File: src/rtl/mult_share_arb.sv
// Round-robin arbiter sharing one pipelined signed multiplier among NREQ requesters,
// with requester IDs carried in a tag pipeline. Optional macro MULT_ARB_PRIO_EN: requester 0 has absolute priority.
module mult_share_arb #(
    parameter int unsigned NREQ     = 4,
    parameter int unsigned A_W      = 24,
    parameter int unsigned B_W      = 35,
    parameter int unsigned MULT_LAT = 3
) (
    input  logic                  clk,
    input  logic                  reset,
    input  logic                  en,
    input  logic [NREQ-1:0]       req,
    input  logic [NREQ*A_W-1:0]   a_in,
    input  logic [NREQ*B_W-1:0]   b_in,
    output logic [NREQ-1:0]       gnt,
    output logic [A_W-1:0]        mult_a,
    output logic [B_W-1:0]        mult_b,
    input  logic [A_W+B_W-1:0]    mult_p,
    output logic [NREQ-1:0]       res_valid,
    output logic [A_W+B_W-1:0]    res_p,
    output logic                  busy
);

    localparam int unsigned IDW  = $clog2(NREQ);
    localparam int unsigned NSTG = MULT_LAT + 1;

`ifdef MULT_ARB_PRIO_EN
    localparam bit PRIO_EN = 1'b1;
`else
    localparam bit PRIO_EN = 1'b0;
`endif

    logic [IDW-1:0]     r_ptr;
    logic [IDW-1:0]     w_gnt_idx;
    logic [IDW-1:0]     w_scan;
    logic [IDW-1:0]     w_ptr_nxt;
    logic               w_acc;
    logic [NREQ-1:0]    w_gnt;
    logic [NSTG-1:0]    r_tag_v;
    logic [IDW-1:0]     r_tag_id [NSTG];
    logic [A_W-1:0]     r_mult_a;
    logic [B_W-1:0]     r_mult_b;
    logic [NREQ-1:0]    r_res_valid;
    logic [A_W+B_W-1:0] r_res_p;

    // Scan from the pointer with wrap; in priority mode index 0 is handled up front
    // and skipped by the round-robin scan.
    always_comb begin
        w_gnt     = '0;
        w_gnt_idx = '0;
        w_scan    = '0;
        w_acc     = 1'b0;
        if (en) begin
            if (PRIO_EN && req[0]) begin
                w_acc = 1'b1;
            end else begin
                for (int unsigned k = 0; k < NREQ; k++) begin
                    w_scan = IDW'((32'(r_ptr) + k) % NREQ);
                    if (!w_acc && req[w_scan] && !(PRIO_EN && w_scan == '0)) begin
                        w_acc     = 1'b1;
                        w_gnt_idx = w_scan;
                    end
                end
            end
            if (w_acc) w_gnt[w_gnt_idx] = 1'b1;
        end
    end

    assign w_ptr_nxt = (w_gnt_idx == IDW'(NREQ - 1)) ? '0 : w_gnt_idx + 1'b1;

    always_ff @(posedge clk or posedge reset) begin
        if (reset) begin
            r_ptr       <= '0;
            r_tag_v     <= '0;
            r_mult_a    <= '0;
            r_mult_b    <= '0;
            r_res_valid <= '0;
            r_res_p     <= '0;
            for (int unsigned s = 0; s < NSTG; s++) r_tag_id[s] <= '0;
        end else begin
            if (w_acc) begin
                r_mult_a <= a_in[w_gnt_idx*A_W +: A_W];
                r_mult_b <= b_in[w_gnt_idx*B_W +: B_W];
                if (!(PRIO_EN && w_gnt_idx == '0)) r_ptr <= w_ptr_nxt;
            end
            r_tag_v     <= {r_tag_v[NSTG-2:0], w_acc};
            r_tag_id[0] <= w_gnt_idx;
            for (int unsigned s = 1; s < NSTG; s++) r_tag_id[s] <= r_tag_id[s-1];
            // Last tag stage lines up with the product emerging from the multiplier.
            r_res_valid <= '0;
            if (r_tag_v[NSTG-1]) begin
                r_res_valid[r_tag_id[NSTG-1]] <= 1'b1;
                r_res_p                       <= mult_p;
            end
        end
    end

    assign gnt       = w_gnt;
    assign mult_a    = r_mult_a;
    assign mult_b    = r_mult_b;
    assign res_valid = r_res_valid;
    assign res_p     = r_res_p;
    assign busy      = (|r_tag_v) | (|r_res_valid);

endmodule

File: config.mk
export PLATFORM = sky130hd
export DESIGN_NAME = mult_share_arb
export DESIGN_NICKNAME = d
export VERILOG_FILES = /design/src/rtl/mult_share_arb.sv
export SDC_FILE = /design/constraint.sdc
export NUM_CORES = 1
export LEC_CHECK = 0
export CAP_MARGIN = 15
export CORE_AREA = 2 2 164 166
export DETAILED_ROUTE_END_ITERATION = 10
export DIE_AREA = 0 0 166 168
export HOLD_SLACK_MARGIN = 0.05
export SLEW_MARGIN = 20
export SYNTH_ARGS = -nofsm -noshare
export SYNTH_HDL_FRONTEND = slang
export SYNTH_SLANG_ARGS = --single-unit
File: constraint.sdc
create_clock -name clk -period 7.25 [get_ports clk]
set_input_delay 2.175 -clock clk [delete_from_list [all_inputs] [get_ports clk]]
set_output_delay 2.175 -clock clk [all_outputs]
set_load 0.05 [all_outputs]
# --- Yosys cells after proc, flatten, opt, wreduce, memory -nomap -nowiden ---
# Index checks and enable logic that the tools add are counted.
op_classes:
  n_addsub: 4
  mul: 2
  order_cmp: 8
  n_eq_ne: 1
  shifts: 2
  muxes: 31
  bitwise: 1
  n_reduce_logical: 10
ops:
  columns: ["op", "n"]
  rows:
  - ["140-bit by 9-bit variable part select with 35-bit output", 1]
  - ["96-bit by 8-bit variable part select with 24-bit output", 1]
  - ["2-bit by 3-bit less-than comparator with 1-bit output, second input constant", 6]
  - ["1-bit two-way mux", 15]
  - ["2-bit two-way mux", 7]
  - ["4-bit two-way mux", 3]
  - ["1-bit binary-select mux with 2-bit select", 4]
  - ["2-bit by 6-bit multiplier with 8-bit output, second input constant", 1]
  - ["4-bit OR reduction", 2]
  - ["1-bit logical AND", 5]
  - ["2-bit by 1-bit adder with 2-bit output, second input constant", 2]
  - ["2-bit adder, second input constant", 2]
  - ["1-bit demux with 2-bit select", 2]
  - ["2-bit by 1-bit >= comparator with 1-bit output, second input constant", 2]
  - ["2-bit by 2-bit multiplier with 4-bit output, second input constant", 1]
  - ["1-bit zero test", 3]
  - ["2-bit == test, second input constant", 1]
  - ["1-bit bitwise OR", 1]
totals:
  regBits: 136
  in_bits: 302
  wordCells: 69

# --- Depth between registers and ports, before layout ---
logic_depth:
  depth_word: 22
  ltp_mapped: 8
  depth_no_buf: 6

# --- Worst setup path after synthesis ---
# Ideal clock, no wire load.
synth_timing:
  kind: "input to output"
  startpoint: "input port req[3]"
  endpoint: "output port gnt[0]"
  t_arrival_ps: 3823
  t_required_ps: 5075
  path_slack_ps: 1252
  cell_stages: 6
  path_buffers: 3
  cell_sequence: "or3b_1 buf_2 and3_1 buf_6 buf_6 nor2_1"
synth_between:
  elab_chain_len: 22
synth_rtl:
  columns: ["item", "line", "rtl"]
  rows:
  - ["start, declared", "12", "input logic [NREQ-1:0] req,"]
  - ["1-bit binary-select mux with 2-bit select", "59", "if (!w_acc && req[w_scan] && !(PRIO_EN && w_scan == '0)) begin"]
  - ["1-bit two-way mux (not written as such)", "59", null]
  - ["1-bit two-way mux", "59", null]
  - ["1-bit two-way mux", "53", "if (en) begin"]
  - ["1-bit zero test", "59", null]
  - ["1-bit logical AND", "59", null]
  - ["1-bit two-way mux", "59", null]
  - ["1-bit two-way mux", "53", null]
  - ["(+6 left out)", null, null]
  - ["2-bit two-way mux", "59", null]
  - ["2-bit two-way mux", "53", null]
  - ["2-bit by 3-bit less-than comparator with 1-bit output (not written as such) / 2-bit by 1-bit >= comparator with 1-bit output (equally long branches)", "65", "if (w_acc) w_gnt[w_gnt_idx] = 1'b1;"]
  - ["1-bit logical AND (not written as such)", "65", null]
  - ["1-bit two-way mux (not written as such)", "65", null]
  - ["1-bit demux with 2-bit select", "65", null]
  - ["4-bit two-way mux (*)", "65", null]
  - ["4-bit two-way mux (*)", "53", null]
  - ["end, declared", "15", "output logic [NREQ-1:0] gnt,"]
# Every way passes the cells marked *; elsewhere a longest branch is shown, timed or not. The select of a mux whose other input is x is not followed.

# --- Final worst setup path ---
# Same ends and word-level chain as after synthesis.

==> metrics.txt <==
highest-delay cell along the critical path=sky130_fd_sc_hd__or3b_2; die height=168 microns; clock tree from TritonCTS=built; capturing point of the worst reg2reg path=mult_b[24]; aggregate negative setup slack=0 ns; count of pins over their slew limit=0; delay-heaviest family, CP=simple AND/OR/NAND/NOR gates; Clk Latency, worst-skew pair=0.42 ns; global-route total usage across every layer=0.2162; logic depth of the worst register-to-register path=5; Post-Syn Nets=1023; clock transition at the registers of the reported paths=0.06 ns; crit start category=primary input; Filler Cell Count=between 2000 and 3000; hold endpoint=r_tag_id[5]; Total Power=approximately 4.2 mW; initial detailed-routing violation count=between 400 and 500; CTS Buf Count=17; max-cap violations=0; Post-Synthesis Cells=around 720; number of hold-repair buffers added at the cts stage=0; largest fanout on the critical path=18; antenna violation net count after detailed routing=0; most common cell after layout, fill and taps aside=sky130_fd_sc_hd__clkdlybuf4s50_1; Post-synth EDFFs=0; pin count of the biggest net entering global routing=91; commonest cells after routing, fill and taps aside=sky130_fd_sc_hd__clkdlybuf4s50_1 (424), sky130_fd_sc_hd__dfrtp_1 (135), sky130_fd_sc_hd__nor2_1 (66); top-level I/O count=429; crit path buf inv count=2; die area=0.02789 sq mm; drt drc=0; Slew headroom=0.2880; number of gates resized after CTS=0; post-DR vias/cell=5.010; post-layout net count=1410; sinks on the clock net=136; post-CTS setup buffers=0; run status=complete, no violations; count of state elements after synthesis=136; Crit path arrival time=~4.1 ns; Detail Placement HPWL=21.86 mm; drt first pass iters=4; Hold WS=0.3467 ns; post-synthesis sequential area ratio=0.4529; delay of the slowest cell on the worst path=0.72 ns; buffer depth of the longest clock path=2; final wirelength=31.07 mm; most used flip-flop cell after synthesis=sky130_fd_sc_hd__dfrtp_1; Period Utilization, post-route=0.8686; number of distinct library cell variants in the gate-level netlist after synthesis=37; post-synthesis instance area=about 0.0075 sq mm; num rows=60; final number of setup-violating endpoints=0; number of vias in the routed layout=7329; number of failing hold endpoints at the final stage=0; R2R Path Start=r_ptr[0]; utilization of the core after routing=0.4746; Floorplan Core Area=roughly 0.026 sq mm; Worst Tran Pin Value=1.068 ns; maximum ir drop on the vdd rail=202.7 uV; hold path cells=0; power density relative to cell area=333.5 mW/mm^2; minimum setup slack among reg-to-reg paths=4.50 ns; number of global-route vias before repair=between 7000 and 8000; leak pwr=between 4 and 5 nW; Async S/R FF share, synth=1.000; min Tclk post-route=6.298 ns; critical path required time=5.08 ns; synthesis warning total=0; WS Path Type=in2out; Layout area overhead=66.43%; endpoint class of the critical path=primary output; first-pass GRT wire length=46.20 mm; global-route congestion overflow total=0; detailed-route wire length per cell=approximately 21 microns; post-layout worst setup margin=0.9524 ns; series of cell instances along the critical path=clkdlybuf4s50_1, or3b_2, and3_4, nor2_1, buf_4; final clock skew=about 0.018 ns; overall die width=166 microns; setup repair after global routing missed its margin=false; count of buffers inserted at the top-level ports=428; pre-CTS setup slack=roughly 0.97 ns; share of cells above drive strength 1=0.2105; final weighted congestion of routability-driven global placement=0.8173; class of the most critical hold timing path=reg2reg; Avg Inst Size Synth=10.42 sq um; initial antenna violation count=1; Min-Delay Startpoint=r_tag_id[7]; H-tree levels=4; Initial Util=0.2852; highest attainable clock frequency=around 160 MHz; clock root buffer master=sky130_fd_sc_hd__clkbuf_16
[how the worst max path moves through the flow]
stage	start	endpoint	slack, ns	depth (start not counted)
after floorplan	req[3]	gnt[0]	1.25	6
after global placement	req[3]	gnt[2]	0.99	5
after detailed placement	req[3]	gnt[0]	0.97	5
after CTS	req[3]	gnt[0]	0.97	5
after global routing	req[3]	gnt[2]	0.86	5
final	req[3]	gnt[0]	0.95	5
[layer usage]
layer	wire, microns	up-vias	part of all wire	track usage
met3	2125	37	0.068	0.05524
met2	15180	354	0.49	0.3706
met1	13020	3543	0.42	0.2649
li1	-	3395	-	-
met4	750	0	0.024	0.07448
met5	0	-	0	0
[power by group]
part	internal, mW	switching [mW]	leakage, nW	total (mW)
logic	0.759	1.43	2.82	2.19
clock network	0.512	0.390	0.285	0.901
registers	0.961	0.118	1.57	1.08
total	2.23	1.94	4.68	4.17
[registers in the layout, summed over array words and instances, names as in the netlist]
signal,count
r_tag_id,8
mult_b,35
r_ptr,2
res_valid,4
r_tag_v,4
mult_a,24
res_p,59
[cell usage after synthesis, types with 2 or more instances]
library cell | instances | area (sq um)
sky130_fd_sc_hd__buf_6 | 14 | 157.7
sky130_fd_sc_hd__and3_1 | 2 | 12.51
sky130_fd_sc_hd__nor2b_1 | 4 | 25.02
sky130_fd_sc_hd__nand2_1 | 64 | 240.2
sky130_fd_sc_hd__nor4_1 | 2 | 12.51
sky130_fd_sc_hd__buf_4 | 13 | 97.59
sky130_fd_sc_hd__inv_1 | 3 | 11.26
sky130_fd_sc_hd__dfrtp_1 | 136 | 3403
sky130_fd_sc_hd__buf_2 | 15 | 75.07
sky130_fd_sc_hd__a21oi_2 | 53 | 464.2
sky130_fd_sc_hd__nand3_2 | 2 | 20.02
sky130_fd_sc_hd__a211oi_2 | 62 | 775.7
sky130_fd_sc_hd__nor2_1 | 66 | 247.7
sky130_fd_sc_hd__nand3_1 | 59 | 295.3
sky130_fd_sc_hd__a211oi_1 | 56 | 420.4
sky130_fd_sc_hd__nor3_1 | 59 | 295.3
sky130_fd_sc_hd__mux2_2 | 59 | 664.4
sky130_fd_sc_hd__clkbuf_1 | 28 | 105.1
sky130_fd_sc_hd__a21oi_1 | 6 | 30.03
[kinds of logic (layout without fill, tap and decap cells)]
kind of cell,count (synthesis),after routing,synth area share
simple gates,263,263,0.1587
mux,59,59,0.08841
xor+xnor,1,1,0.001166
compound gates,186,186,0.2374
other cells,0,1,0
buf+inv,76,476,0.06144
flops,136,136,0.4529
[per-stage QoR]
stage          instances  instance area [sq um]
5_1_grt             1463                  12510
2_1_floorplan        721                   7515
3_5_place_dp        1430                  11910
3_3_place_gp        1430                  11910
4_1_cts             1462                  12500
6_report            1463                  12510
[final cells by class]
cell class              count  area, sq um  area share
inverters                   4        22.52    0.001801
clock buffers              20        466.7     0.03731
well taps                 341        426.7     0.03411
repair buffers            440         4377      0.3499
multi-input cells         509         3680      0.2942
diodes                      1        2.502   0.0002001
clock inverters            12        127.6     0.01020
flip-flops and latches    136         3405      0.2722
Note: power is estimated with default switching activity, not from simulation.
